[config.mk]
export PLATFORM = sky130hd
export DESIGN_NAME = mem_if_flat
export DESIGN_NICKNAME = d
export VERILOG_FILES = /design/src/rtl/mem_if_pkg.sv /design/src/rtl/mem_if_if.sv /design/src/rtl/mem_if_codec.sv /design/src/rtl/mem_if.sv /design/src/flat_wrapper.sv
export SDC_FILE = /design/constraint.sdc
export NUM_CORES = 1
export LEC_CHECK = 0
export BUFFER_PORTS_ARGS = -buffer_cell sky130_fd_sc_hd__buf_4
export CORE_MARGIN = 3
export CORE_UTILIZATION = 35
export DETAILED_ROUTE_END_ITERATION = 16
export SLEW_MARGIN = 20
export SYNTH_ARGS = -nofsm -noshare
export SYNTH_HDL_FRONTEND = slang
export SYNTH_SLANG_ARGS = --single-unit
[constraint.sdc]
create_clock -name clk -period 1.5 [get_ports clk]
set_clock_uncertainty 0.2 [all_clocks]
set_input_delay 0.15 -clock clk [delete_from_list [all_inputs] [get_ports clk]]
set_output_delay 0.15 -clock clk [all_outputs]
set_load 0.01 [all_outputs]
[src/rtl/mem_if_pkg.sv]
// Shared types, marker constants and packet pack/unpack helpers for mem_if.
// Latency: none; these are pure combinational functions.
// Backpressure: not applicable. The helpers work on words up to MAX_WORD_WIDTH bits.
package mem_if_pkg;

    typedef enum logic [1:0] {
        S_RD_ADDR = 2'd0,
        S_WR_ADDR = 2'd1,
        S_DATA    = 2'd2
    } mem_if_state_t;

    localparam logic [1:0] MARK_HI = 2'b01;
    localparam logic [1:0] MARK_LO = 2'b10;

    // Callers zero-extend into these containers and pass the real word width.
    localparam int MAX_WORD_WIDTH   = 32;
    localparam int MAX_PACKET_WIDTH = MAX_WORD_WIDTH + 4;

    typedef logic [MAX_WORD_WIDTH-1:0]   max_word_t;
    typedef logic [MAX_PACKET_WIDTH-1:0] max_packet_t;

    // Mask covering one nibble of a word_width-bit word.
    function automatic max_word_t nibble_mask(input int word_width);
        return (max_word_t'(1) << (word_width / 2)) - max_word_t'(1);
    endfunction

    // Packet layout: {MARK_HI, word[hi half], MARK_LO, word[lo half]}.
    function automatic max_packet_t pack_word(input max_word_t word, input int word_width);
        max_word_t mask;
        int        half;
        half = word_width / 2;
        mask = nibble_mask(word_width);
        return max_packet_t'(word & mask)
             | (max_packet_t'(MARK_LO) << half)
             | (max_packet_t'((word >> half) & mask) << (half + 2))
             | (max_packet_t'(MARK_HI) << (word_width + 2));
    endfunction

    // Drops both marker pairs and joins the two nibbles back into a word.
    function automatic max_word_t unpack_word(input max_packet_t pkt, input int word_width);
        max_word_t mask;
        int        half;
        half = word_width / 2;
        mask = nibble_mask(word_width);
        return (max_word_t'(pkt) & mask)
             | ((max_word_t'(pkt >> (half + 2)) & mask) << half);
    endfunction

    // True when both marker pairs sit where the layout expects them.
    function automatic logic is_valid(input max_packet_t pkt, input int word_width);
        return (2'(pkt >> (word_width + 2)) == MARK_HI)
            && (2'(pkt >> (word_width / 2)) == MARK_LO);
    endfunction

endpackage

[src/rtl/mem_if_if.sv]
// Bundle between the packet engine, the serdes and the RAM.
// Latency: none; this is wiring only.
// Backpressure: none. dataReady is a strobe and the RAM always accepts.
interface mem_if_if #(
    parameter int WORD_WIDTH = 8,
    parameter int ADDR_WIDTH = 2
);
    localparam int PACKET_WIDTH = WORD_WIDTH + 4;

    logic                    dataReady;
    logic [PACKET_WIDTH-1:0] inPacket;
    logic [PACKET_WIDTH-1:0] outPacket;
    logic [ADDR_WIDTH-1:0]   rd_addr;
    logic [WORD_WIDTH-1:0]   rd_data;
    logic [ADDR_WIDTH-1:0]   wr_addr;
    logic [WORD_WIDTH-1:0]   wr_data;
    logic                    wr_enable;
    logic                    inPacketIsValid;

    // The environment side: the serdes drives packets in and the RAM returns read data.
    modport master (
        output dataReady, inPacket, rd_data,
        input  outPacket, rd_addr, wr_addr, wr_data, wr_enable, inPacketIsValid
    );

    // The engine side.
    modport slave (
        input  dataReady, inPacket, rd_data,
        output outPacket, rd_addr, wr_addr, wr_data, wr_enable, inPacketIsValid
    );
endinterface

[src/rtl/mem_if_codec.sv]
// Unpacks the incoming packet into a word plus a marker check, and packs RAM read data.
// Latency: 0 cycles (purely combinational).
// Backpressure: none.
module mem_if_codec
    import mem_if_pkg::*;
#(
    parameter int  WORD_WIDTH   = 8,
    localparam int PACKET_WIDTH = WORD_WIDTH + 4
) (
    input  logic [PACKET_WIDTH-1:0] in_packet_i,
    input  logic [WORD_WIDTH-1:0]   rd_data_i,
    output logic [WORD_WIDTH-1:0]   word_o,
    output logic                    in_valid_o,
    output logic [PACKET_WIDTH-1:0] rd_packet_o
);

    assign word_o      = WORD_WIDTH'(unpack_word(max_packet_t'(in_packet_i), WORD_WIDTH));
    assign in_valid_o  = is_valid(max_packet_t'(in_packet_i), WORD_WIDTH);
    assign rd_packet_o = PACKET_WIDTH'(pack_word(max_word_t'(rd_data_i), WORD_WIDTH));

endmodule

[src/rtl/mem_if.sv]
// Packet-level RAM access engine: 1st packet = read address, 2nd = write address, rest = data.
// Latency: the write strobe comes 1 clk after dataReady; outPacket refreshes 3 clks after it.
// Backpressure: none; the serdes must space loads >= 4 clks. MEM_IF_STRICT_EN: invalid packet restarts protocol.
module mem_if
    import mem_if_pkg::*;
#(
    parameter int WORD_WIDTH = 8,
    parameter int ADDR_WIDTH = 2
) (
    input  logic     clk,
    input  logic     reset,
    mem_if_if.slave  bus
);

    localparam int PACKET_WIDTH = WORD_WIDTH + 4;
    localparam logic [PACKET_WIDTH-1:0] OUT_RST =
        PACKET_WIDTH'(pack_word(max_word_t'(0), WORD_WIDTH));

    logic [WORD_WIDTH-1:0]   word;
    logic                    in_valid;
    logic [PACKET_WIDTH-1:0] rd_packet;
    logic                    accept;
    logic                    rd_upd;

    mem_if_state_t           state_q,   state_d;
    logic [ADDR_WIDTH-1:0]   rd_addr_q, rd_addr_d;
    logic [ADDR_WIDTH-1:0]   wr_addr_q, wr_addr_d;
    logic [WORD_WIDTH-1:0]   wr_data_q, wr_data_d;
    logic                    wr_en_q,   wr_en_d;
    // Two-stage tracker following each rd_addr change through the RAM's registered read.
    logic                    rd_vld1_q, rd_vld1_d;
    logic                    rd_vld2_q, rd_vld2_d;
    logic [PACKET_WIDTH-1:0] out_pkt_q, out_pkt_d;

    mem_if_codec #(.WORD_WIDTH(WORD_WIDTH)) u_codec (
        .in_packet_i (bus.inPacket),
        .rd_data_i   (bus.rd_data),
        .word_o      (word),
        .in_valid_o  (in_valid),
        .rd_packet_o (rd_packet)
    );

    assign accept = bus.dataReady && in_valid;

    // Protocol FSM and pointer/write next-state; a write lands first, then its address advances.
    always_comb begin
        state_d   = state_q;
        rd_addr_d = rd_addr_q;
        wr_addr_d = wr_addr_q;
        wr_data_d = wr_data_q;
        wr_en_d   = 1'b0;
        rd_upd    = 1'b0;

        if (wr_en_q) begin
            wr_addr_d = wr_addr_q + ADDR_WIDTH'(1);
        end

        if (accept) begin
            case (state_q)
                S_RD_ADDR: begin
                    rd_addr_d = word[ADDR_WIDTH-1:0];
                    rd_upd    = 1'b1;
                    state_d   = S_WR_ADDR;
                end
                S_WR_ADDR: begin
                    wr_addr_d = word[ADDR_WIDTH-1:0];
                    state_d   = S_DATA;
                end
                S_DATA: begin
                    wr_data_d = word;
                    wr_en_d   = 1'b1;
                    rd_addr_d = rd_addr_q + ADDR_WIDTH'(1);
                    rd_upd    = 1'b1;
                end
                default: begin
                    state_d = S_RD_ADDR;
                end
            endcase
        end
`ifdef MEM_IF_STRICT_EN
        else if (bus.dataReady) begin
            // A corrupt packet means the frame is out of step, so restart the protocol.
            state_d = S_RD_ADDR;
        end
`endif
    end

    // Read pipeline: RAM data for a new rd_addr is ready two clks after the update.
    always_comb begin
        rd_vld1_d = rd_upd;
        rd_vld2_d = rd_vld1_q;
        out_pkt_d = rd_vld2_q ? rd_packet : out_pkt_q;
    end

    // State registers; reset (driven from slave-select) restarts the whole frame.
    always_ff @(posedge clk) begin
        if (reset) begin
            state_q   <= S_RD_ADDR;
            rd_addr_q <= '0;
            wr_addr_q <= '0;
            wr_data_q <= '0;
            wr_en_q   <= 1'b0;
            rd_vld1_q <= 1'b0;
            rd_vld2_q <= 1'b0;
            out_pkt_q <= OUT_RST;
        end else begin
            state_q   <= state_d;
            rd_addr_q <= rd_addr_d;
            wr_addr_q <= wr_addr_d;
            wr_data_q <= wr_data_d;
            wr_en_q   <= wr_en_d;
            rd_vld1_q <= rd_vld1_d;
            rd_vld2_q <= rd_vld2_d;
            out_pkt_q <= out_pkt_d;
        end
    end

    assign bus.outPacket       = out_pkt_q;
    assign bus.rd_addr         = rd_addr_q;
    assign bus.wr_addr         = wr_addr_q;
    assign bus.wr_data         = wr_data_q;
    assign bus.wr_enable       = wr_en_q;
    assign bus.inPacketIsValid = in_valid;

endmodule

[src/flat_wrapper.sv]
// flat-port wrapper written by rule: the top's interface ports become plain ports
module mem_if_flat import mem_if_pkg::*;
#(
    parameter int WORD_WIDTH = 8,
    parameter int ADDR_WIDTH = 2
)
  (clk, reset, bus_dataReady, bus_inPacket, bus_rd_data, bus_outPacket, bus_rd_addr, bus_wr_addr, bus_wr_data, bus_wr_enable, bus_inPacketIsValid);
  mem_if_if #(.WORD_WIDTH(WORD_WIDTH), .ADDR_WIDTH(ADDR_WIDTH)) bus_i ();
  input  logic clk;
  input  logic reset;
  input wire logic [$bits(bus_i.dataReady)-1:0] bus_dataReady;
  input wire logic [$bits(bus_i.inPacket)-1:0] bus_inPacket;
  input wire logic [$bits(bus_i.rd_data)-1:0] bus_rd_data;
  output wire logic [$bits(bus_i.outPacket)-1:0] bus_outPacket;
  output wire logic [$bits(bus_i.rd_addr)-1:0] bus_rd_addr;
  output wire logic [$bits(bus_i.wr_addr)-1:0] bus_wr_addr;
  output wire logic [$bits(bus_i.wr_data)-1:0] bus_wr_data;
  output wire logic [$bits(bus_i.wr_enable)-1:0] bus_wr_enable;
  output wire logic [$bits(bus_i.inPacketIsValid)-1:0] bus_inPacketIsValid;
  assign bus_i.dataReady = bus_dataReady;
  assign bus_i.inPacket = bus_inPacket;
  assign bus_i.rd_data = bus_rd_data;
  assign bus_outPacket = bus_i.outPacket;
  assign bus_rd_addr = bus_i.rd_addr;
  assign bus_wr_addr = bus_i.wr_addr;
  assign bus_wr_data = bus_i.wr_data;
  assign bus_wr_enable = bus_i.wr_enable;
  assign bus_inPacketIsValid = bus_i.inPacketIsValid;
  mem_if #(.WORD_WIDTH(WORD_WIDTH), .ADDR_WIDTH(ADDR_WIDTH)) u_core (.clk(clk), .reset(reset), .bus(bus_i));
endmodule
======== Word level (Yosys, flattened, before mapping) ========
Cells that the tools add are included.
cells by class
  $add $sub $neg .......................... 2
  $mul .................................... 0
  shifts and indexed selects .............. 0
  reduce and logical (&&, ||, !) cells .... 9
  equal/unequal tests ..................... 4
  bitwise operators ....................... 4
  magnitude comparators ................... 0
  div/mod/pow operators ................... 0
  multiplexer cells ....................... 7
operator list
  cell                                                 number
  OR 6 x 10 -> 10 bit                                  1
  OR 4 x 8 -> 8 bit                                    1
  2-to-1 mux 2 bit                                     3
  case mux 2 bit (3 select lines)                      1
  AND reduction 2 bit                                  3
  adder 2 x 1 -> 2 bit, second input constant          2
  equality test 2 x 1 -> 1 bit, second input constant  2
  equality test 2 bit, second input constant           2
  case mux 2 bit (2 select lines)                      1
  OR reduction 2 bit                                   2
  logical AND 1 bit                                    2
  logical NOT 2 bit                                    1
  2-to-1 mux 1 bit                                     2
  NOT 1 bit                                            2
  nonzero test 2 bit                                   1
storage, ports and cells
  memories ................................ 0
  bits in registers ....................... 28
  input port bits ......................... 23
  ROM bits ................................ 0
  logic and storage cells ................. 34
  bits in latches ......................... 0
  bits in writable memories ............... 0
  output and inout port bits .............. 26

======== Logic depth before layout (Yosys ltp) ========
  depth after elaboration ................. 5
  depth in mapped cells ................... 5
  mapped depth without buffers ............ 4

======== Hierarchy ========
From an unflattened synthesis, not the netlist that was laid out.
unflattened totals
  cell total of the unflattened synthesis .. 136
  area, all modules ....................... 1248.7 µm²
modules (own cells, without submodules)
  module        instances  area each (µm²)  cells each  seq. area each (µm²)
  mem_if        1          1078.5           113         580.6
  mem_if_codec  1          170.2            23          0.0

======== Least setup slack after synthesis ========
Ideal clock, no wire load.
  path type ............................... in2reg
  start ................................... input bus_inPacket[4]
  end ..................................... register u_core.wr_data_q[0] (netlist: u_core.bus.wr_data[0])
  required time ........................... 1.228 ns
  library setup time ...................... 0.072 ns
  setup slack ............................. 0.230 ns
  stages on the path ...................... 5
  arrival time ............................ 0.998 ns
  buffers on the path ..................... 1
  cell sequence ........................... nand4bb_4 > inv_2 > and3_1 > buf_6 > mux2i_1
between the ends
  word-level cells in the longest chain between the ends .. 4
RTL lines
  item                           line                text
  from (decl)                    flat_wrapper.sv:12  input wire logic [$bits(bus_i.inPacket)-1:0] bus_inPacket;
  equality test 2 bit            mem_if_pkg.sv:52    && (2'(pkt >> (word_width / 2)) == MARK_LO);
  logical AND 1 bit              mem_if_pkg.sv:52
  named net bus_inPacketIsValid  flat_wrapper.sv:19  output wire logic [$bits(bus_i.inPacketIsValid)-1:0] bus_inPacketIsValid;
  logical AND 1 bit              mem_if.sv:43        assign accept = bus.dataReady && in_valid;
  AND reduction 2 bit (no line)  --
  to (signal assigned)           mem_if.sv:110       wr_data_q <= wr_data_d;
  to (decl)                      mem_if.sv:28        logic [WORD_WIDTH-1:0] wr_data_q, wr_data_d;
The timed path passes the listed nets, and every way through them passes these cells.
A chain may end at the register's enable or synchronous reset.

======== Worst setup path in the final report ========
  start ................................... input bus_dataReady
  end ..................................... register u_core.state_q[0]
between the ends
  word-level cells in the longest chain between the ends .. 2
RTL lines
  item                           line                text
  from (decl)                    flat_wrapper.sv:11  input wire logic [$bits(bus_i.dataReady)-1:0] bus_dataReady;
  logical AND 1 bit              mem_if.sv:43
  AND reduction 2 bit (no line)  --
  to (signal assigned)           mem_if.sv:107       state_q <= state_d;
  to (decl)                      mem_if.sv:25        mem_if_state_t state_q, state_d;
No other way between the ends.

==> impl_results.md <==
- Final hold violation count: 0
- Yosys reg bits: 25
- Final Critical Period: approximately 1.4 ns
- Top delay family on crit path: buffers and inverters
- Status: completed
- Hold/Removal Path Class: in2reg
- First-pass GRT wire length: around 3.8 mm
- Avg Inst Size Synth: 9.85 um^2
- Rows: 19
- Req. time, crit path: 1.56 ns
- FFs w/ async S/R, synth: 0%
- WL per Instance: about 11 um
- Synth Area in Adders: 0%
- Fin. max-slew vios: 0
- Crit path cell chain: dlygate4sd3_1 > buf_4 > inv_1 > or4_1 > a21oi_1
- DP Wirelength: 1.71 mm
- Slowest library cell on the worst path: dlygate4sd3_1
- Postcts setup bufs: 0
- RSZ-0062 raised after global routing: false
- Drt first pass iters: 4
- Clock Tree Root: clkbuf_4
- Chip width: 61.9 um
- Cell Area, Synth: between 1000 and 1500 um^2
- Main combinational cell family by area after synthesis: simple AND/OR/NAND/NOR gates
- Clk sinks: 25
- WP data arrival: about 1.5 ns
- XOR/XNOR share of the synthesized area: roughly 1.6%
- Fin crit share: 93.3%
- Largest net degree at the start of global routing: 34
- CP startpoint kind: input pin
- Maximum VDD drop: 0.378 mV
- DRT antenna net count: 0
- Area fraction in and, or, nand and nor cells after synthesis: 23.2%
- Post-synth EDFFs: 0
- Htree depth: 1
- # port buffers: 44
- Final worst setup slack: 0.101 ns
- Post-synth cell types: 29
- DRC viols: 0
- Setup_tns: 0 ns
- Syn Inst Count: 111
- Vias/cell: around 4.4
- Share of cells above drive strength 1: between 30% and 40%
- Leak pwr: roughly 0.67 nW
- WS Path Type: in2reg
- Most frequent cells in the layout: buf_4, dfxtp_1, dlygate4sd3_1
- Mux cell area share after synthesis: about 16%
- Final number of setup-violating endpoints: 0
- Via count: 952
- Top FF cell, synth: dfxtp_1
- 1st-iter DRT viols: 47
- Sequential share of the synthesized area: 45.8%
- Routed WL: 2.43 mm
- Power density over the cells: 667 nW/um^2
- Max Buffers Root-to-Sink: 2
- Slowest Stage Delay on Critical Path: 0.53 ns
- WHS: 0.0549 ns
- GRT Total Usage: 13.5%
- Max-cap violations: 0
- CP bufs+invs: 3
- GRT overflow: 0
- Layout Nets: 196
- Die height: 61.9 um
- Fmax: 0.715 GHz
- Initial core utilization: 38.0%
- CP Capture Type: register
- Initial antenna violation count: 0
- Reg clk slew, reported paths: about 0.14 ns
- Compound-Gate Fraction of Synth Area: 6.41%
- Commonest non-fill, non-tap cell in the layout: buf_4
- CTS tree: yes
- Pre-CTS WS: 0.0770 ns
- Area growth, synth to finish: 52.5%
- CTS buffer count: 3
- Routability-driven placement congestion ratio: between 0.8 and 0.9
- Critical Path Fanout Max: 7
- IO Count: 49
- Worst skew pair latency: 0.31 ns
- YS warnings: 0
- Core area: between 2000 and 3000 um^2
- Diode count: 0
- Vias in the first global route: 930
- Die area: 3830 um^2
[registers in the layout, indices dropped and copies added (netlist names)]
| register | flops |
|---|---|
| u_core.bus.outPacket | 8 |
| u_core.bus.rd_addr | 2 |
| u_core.bus.wr_addr | 2 |
| u_core.bus.wr_data | 8 |
| u_core.bus.wr_enable | 1 |
| u_core.rd_vld1_q | 1 |
| u_core.rd_vld2_q | 1 |
| u_core.state_q | 2 |
[Yosys cell counts (2+ instances only)]
cell type  number  area, um^2
dfxtp_1        25         500
mux2i_1        17         170
nand2b_1       17         106
nor2_1          8        30.0
buf_4           4        30.0
nor2b_1         4        25.0
nor3_1          4        20.0
a21oi_1         3        15.0
inv_1           3        11.3
nand2_1         3        11.3
a211oi_1        2        15.0
buf_2           2        10.0
clkbuf_1        2        7.51
conb_1          2        7.51
[cell families (layout without fill, tap and decap cells)]
logic type / after synthesis / count (layout)
compound gates: 10 / 10
xor+xnor: 2 / 2
buf+inv: 13 / 72
simple gates: 42 / 42
mux: 17 / 17
other cells: 2 / 4
flops: 25 / 25
[where the power goes]
group / internal (mW) / leakage [nW] / total [mW] / switching, mW
logic: 0.0892 / 0.459 / 0.138 / 0.0491
registers: 0.667 / 0.202 / 0.671 / 0.00351
clock network: 0.102 / 0.0139 / 0.304 / 0.202
total: 0.858 / 0.675 / 1.11 / 0.255
[layout make-up]
type                    instances  area, um^2
well taps                      42        52.6
fillers                       262        1210
clock inverters                 1        7.51
repair buffers                 64         538
multi-input cells              75         529
flip-flops and latches         25         503
clock buffers                   3        22.5
inverters                       4        15.0
[per-stage QoR]
step / instance area, um^2 / std cells / power (mW) / utilization (%)
6_report: 1670 / 214 / 1.11 / 58.0
5_1_grt: 1670 / 214 / 1.16 / 58.0
4_1_cts: 1660 / 214 / 1.13 / 57.8
3_5_place_dp: 1450 / 192 / 0.786 / 50.5
3_3_place_gp: 1450 / 192 / 0.783 / 50.5
2_1_floorplan: 1100 / 113 / 0.733 / -
[tightest hold or removal path: stages]
cell and delay [ns]:
buf_4 0.08, nand4bb_4 0.16, or4_1 0.11, a21oi_1 0.05
[worst paths after layout]
path | start | slack (ns) | depth (start not counted) | endpoint
min reg2reg | u_core.rd_vld1_q | 0.26 | 1 | u_core.rd_vld2_q
max reg2reg | u_core.state_q[0] | 0.13 | 3 | u_core.bus.rd_addr[1]
max | bus_dataReady | 0.10 | 5 | u_core.state_q[0]
min | bus_inPacket[11] | 0.05 | 4 | u_core.state_q[0]
[metal layers]
layer | wire length, um | vias up | share of wire, % | track usage, %
met3 | 110 | 2 | 4.5 | 2.69
met1 | 1090 | 440 | 45 | 15.7
li1 | - | 488 | - | -
met4 | 20 | 0 | 0.82 | 6.36
met5 | 0 | - | 0 | 0
met2 | 1220 | 22 | 50 | 23.8
[what timing repair did]
action | in CTS | in global routing
hold buffers | 18 | 0
gates resized for setup | 0 | 3
endpoints found under the setup margin | 0 | 11
endpoints found under the hold margin | 23 | 0
Note: power is estimated with default switching activity, not from simulation.
